==> src/rtl/cache_lru_tracker.sv <==
// cache_lru_tracker: per-set LRU bits plus victim selection/lock for a
// 2-way set-associative cache. A victim chosen at miss time is held stable
// on lru_bit until the fill completes.
module cache_lru_tracker #(
  parameter int NUM_SETS = 8,
  parameter int INDEX_W  = 3
) (
  input  logic               clk,
  input  logic               rst_n,
  input  logic [INDEX_W-1:0] index,
  input  logic               valid0,
  input  logic               valid1,
  input  logic               hit_valid,
  input  logic               hit_way,
  input  logic               miss_req,
  input  logic               fill_done,
  output logic               lru_bit,
  output logic               victim_valid,
  output logic [INDEX_W-1:0] victim_index,
  output logic               protocol_err
);

  typedef enum logic {
    IDLE,
    LOCKED
  } state_t;

  state_t               state, state_next;
  logic [NUM_SETS-1:0]  lru;
  logic                 victim_q;
  logic [INDEX_W-1:0]   vidx_q;
  logic                 victim_calc;
  logic                 illegal;

  // State register
  always_ff @(posedge clk or negedge rst_n) begin
    if (!rst_n) state <= IDLE;
    else        state <= state_next;
  end

  // Next-state logic and illegal-event detection
  always_comb begin
    state_next = state;
    illegal    = 1'b0;
    case (state)
      IDLE: begin
        if (miss_req) state_next = LOCKED;
        if (hit_valid && miss_req) illegal = 1'b1;
        if (fill_done) illegal = 1'b1;
      end
      LOCKED: begin
        if (fill_done) state_next = IDLE;
        if (hit_valid || miss_req) illegal = 1'b1;
      end
      default: state_next = IDLE;
    endcase
  end

  // Victim priority: an invalid way is always preferred over the LRU way
  always_comb begin
    victim_calc = lru[index];
    if (!valid0)      victim_calc = 1'b0;
    else if (!valid1) victim_calc = 1'b1;
  end

  // LRU array: hits in IDLE mark the hit way MRU; fill completion marks the filled way MRU
  always_ff @(posedge clk or negedge rst_n) begin
    if (!rst_n) begin
      lru <= '0;
    end else if (state == IDLE && hit_valid && !miss_req) begin
      lru[index] <= ~hit_way;
    end else if (state == LOCKED && fill_done) begin
      lru[vidx_q] <= ~victim_q;
    end
  end

  // Victim and index latch, captured only when a miss is accepted
  always_ff @(posedge clk or negedge rst_n) begin
    if (!rst_n) begin
      victim_q <= 1'b0;
      vidx_q   <= '0;
    end else if (state == IDLE && miss_req) begin
      victim_q <= victim_calc;
      vidx_q   <= index;
    end
  end

  // Sticky protocol error flag
  always_ff @(posedge clk or negedge rst_n) begin
    if (!rst_n) protocol_err <= 1'b0;
    else if (illegal) protocol_err <= 1'b1;
  end

  // Outputs depend only on registered state and index, never on miss_req/fill_done
  always_comb begin
    victim_valid = (state == LOCKED);
    lru_bit      = (state == LOCKED) ? victim_q : lru[index];
    victim_index = (state == LOCKED) ? vidx_q : '0;
  end

endmodule

==> config.mk <==
export PLATFORM = sky130hd
export DESIGN_NAME = cache_lru_tracker
export DESIGN_NICKNAME = d
export VERILOG_FILES = /design/src/rtl/cache_lru_tracker.sv
export SDC_FILE = /design/constraint.sdc
export NUM_CORES = 1
export LEC_CHECK = 0
export BUFFER_PORTS_ARGS = -buffer_cell sky130_fd_sc_hd__buf_2
export CORE_MARGIN = 5
export CORE_UTILIZATION = 49
export DETAILED_ROUTE_END_ITERATION = 8
export HOLD_SLACK_MARGIN = 0.02
export PLACE_DENSITY = 0.75
export SLEW_MARGIN = 20
export SYNTH_ARGS = -nofsm -noshare
export SYNTH_HDL_FRONTEND = slang
export SYNTH_SLANG_ARGS = --single-unit
==> constraint.sdc <==
create_clock -name clk -period 1.5 [get_ports clk]
set_input_delay 0.15 -clock clk [delete_from_list [all_inputs] [get_ports clk]]
set_output_delay 0.15 -clock clk [all_outputs]
set_load 0.01 [all_outputs]
==> results.json <==
{
  "viasPerCell": 6.188,
  "holdPathStages": 2,
  "htreeDepth": 1,
  "clk_latency_ns": 0.28,
  "nFillCells": 175,
  "ys_seq_area_frac": 0.3641,
  "power_density_nw_per_um2": 1230,
  "async_flop_share": 1.000,
  "synth_compound_area_frac": 0.1808,
  "cp-startpoint": "lru[4]$_DFFE_PN0P_",
  "synth_edf_count": 0,
  "dieArea_um2": 2950,
  "vias": 891,
  "required_ns": 1.35,
  "grt_usage": 0.1809,
  "crit_path_start_kind": "flip-flop",
  "drtPass1Iterations": 4,
  "rsz0062_at_grt": "true",
  "synthTopCellsByArea": "dfrtp_1 36%, o221ai_1 4.6%, o311ai_1 4.6%",
  "slew_viol_final": 0,
  "r2r_slack_ns": 0.08,
  "crit_fanout": 2,
  "final_common_cell": "buf_2",
  "ys.flop_type": "dfrtp_1",
  "dpl.cell_count": 139,
  "reg2reg_depth": 3,
  "reg2reg_from": "victim_valid$_DFF_PN0_",
  "cts_tree": "yes",
  "multi_input_area_um2": 604.3,
  "fin_crit_ns": 1.659,
  "critical_path.endpoint": "lru_bit",
  "fin_nets": 130,
  "numCtsBuffers": 3,
  "end_kind": "primary output",
  "synth_mux_area_frac": 0.1001,
  "antenna_found_initial": 0,
  "synth_top_area_cell": "dfrtp_1",
  "routed_wl_mm": 2.290,
  "clk_pin_slew_ns": 0.08,
  "stdcell_count": 144,
  "area_delta_synth_final_pct": 18.73,
  "relSlewSlack": 0.7641,
  "drive_above_1_share": 0.2906,
  "yosys_warnings": 0,
  "die_y_um": 54.31,
  "skew_ns": 0.002260,
  "grt_pass1_vias": 782,
  "cp_num_cells": 4,
  "fin_ws_ns": -0.1591,
  "violations": "negative setup slack",
  "clock_path_buffers": 2,
  "grt_overflow": 0,
  "cpMaxStageDelayCell": "mux4_2",
  "timing.rr.end": "lru[5]$_DFFE_PN0P_",
  "synth_nets": 108,
  "synth.cell_area_um2": 962.2,
  "slowest_delay_ns": 0.48,
  "synth_cell_types": 35,
  "synth_simple_gate_area_frac": 0.3199,
  "crit_family": "multiplexers",
  "worstPathCellList": "mux2i_1, mux4_2, a31oi_1, buf_2",
  "grt_max_degree": 15,
  "io_pins": 17,
  "cts_root_buffer": "clkbuf_4",
  "n_antenna_cell": 0,
  "status": "complete, but fails checks",
  "grt_pass1_wl_mm": 3.719,
  "tightestPinTransition_ns": 0.3525,
  "ys_ff_latch": 14,
  "syn_inst": 97,
  "synthXorXnorAreaFrac": 0,
  "drtIter0Drc": 29,
  "syn_avg_cell_area_um2": 9.919,
  "place.gp.congestion": 0.9046,
  "rows": 16,
  "placed_area_um2": 1082,
  "drv_cap": 0,
  "synth_top_family_by_area": "simple AND/OR/NAND/NOR gates",
  "avgRoutedWirePerCell_um": 15.90,
  "tns_ns": -0.1591,
  "crit_type": "flip-flop to primary output",
  "final_cell_mix": "16 x buf_2, 14 x dfrtp_1, 6 x nand2b_1",
  "dp_hpwl_mm": 1.719,
  "numPortBuffers": 16,
  "synthAdderAreaFrac": 0,
  "yosysTopAreaCellShare": 0.3641,
  "design_area_um2": 1142,
  "seq_area_um2": 350.3,
  "leakagePower_nw": 0.4665,
  "drc": 0,
  "clock.fmax_mhz": 602.7,
  "finalSetupViolCount": 1,
  "core_um2": 1922,
  "critPathBufInv": 1,
  "ir_drop_v": 0.0008237,
  "postRouteAntennaNets": 0,
  "fin_hold_ws_ns": 0.1159,
  "cts.sinks": 14,
  "cp_data_arrival_time_ns": 1.51,
  "period_share": 1.106,
  "initial_core_util": 0.5007,
  "min_path_type": "primary input to flip-flop",
  "hold_violations": 0,
  "fp.dieW_um": 54.31
}
-- power breakdown --
part           switching [W]  internal, W  total [W]
combinational       0.000278     0.000284   0.000562
clock               0.000123    0.0000934   0.000216
sequential          0.000115     0.000512   0.000627
total               0.000516     0.000889    0.00141
-- worst reg2reg max path: stages, from the launching register on --
cell	delay, ns
dfrtp_1	0.41
or4b_4	0.54
o221ai_1	0.21
o311ai_1	0.14
-- cell usage after synthesis, types with 2 or more instances --
cell type,count
a221oi_1,2
a22o_1,2
a31oi_1,4
and2_1,5
and4bb_2,2
buf_2,3
dfrtp_1,14
inv_1,3
mux2_2,3
mux2i_1,4
nand2_1,3
nand2b_1,6
nand3_1,5
nand4_1,4
nor2_1,5
nor2b_1,4
nor3_1,2
o221ai_1,5
o311ai_1,5
-- how the worst min path moves through the flow --
stage	from	end	slack (ns)
2_1_floorplan	rst_n	lru[0]$_DFFE_PN0P_	-0.15
3_3_place_gp	rst_n	lru[2]$_DFFE_PN0P_	0.06
3_5_place_dp	rst_n	victim_q$_DFFE_PN0P_	0.07
4_1_cts	fill_done	victim_valid$_DFF_PN0_	0.11
5_1_grt	fill_done	victim_valid$_DFF_PN0_	0.13
6_report	fill_done	victim_valid$_DFF_PN0_	0.12
-- sequential cells by signal (all words and copies together), names as in the netlist --
register	cells
lru	8
protocol_err	1
victim_q	1
victim_valid	1
vidx_q	3
-- cells by family after synthesis --
family / after synthesis
multiplexers: 8
buffers and inverters: 7
AO/OA/AOI/OAI: 22
AND/OR/NAND/NOR: 46
flip-flops: 14
-- per-layer routing --
layer | part of all wire | GRT usage | vias to the layer above
met5 | 0 | 0 | -
met4 | 0.025 | 0.1120 | 0
met3 | 0.060 | 0.02725 | 4
met2 | 0.47 | 0.2849 | 34
met1 | 0.44 | 0.2306 | 424
li1 | - | - | 429
-- timing repair --
item,4_1_cts,5_1_grt
endpoints found under the setup margin,1,3
pin swaps,1,0
hold buffers,1,0
resized for setup,0,3
setup buffers,1,0
endpoints found under the hold margin,14,0
-- final cells by class --
class	count	area share
timing repair buffer	21	0.1051
sequential	14	0.3067
inverter	3	0.009858
multi-input combinational	76	0.5290
tap	27	0.02957
clock buffer	3	0.01972
-- metrics by stage --
stage | power [W] | worst slack, ns | util
floorplan | 0.0009905 | -0.003289 | -
CTS | 0.001394 | -0.1448 | 0.5840
detailed placement | 0.001166 | 0.06612 | 0.5632
global route | 0.001496 | -0.2014 | 0.5944
finish | 0.001405 | -0.1591 | 0.5944
global placement | 0.001147 | 0.09214 | 0.5632
Note: power is estimated with default switching activity, not from simulation.
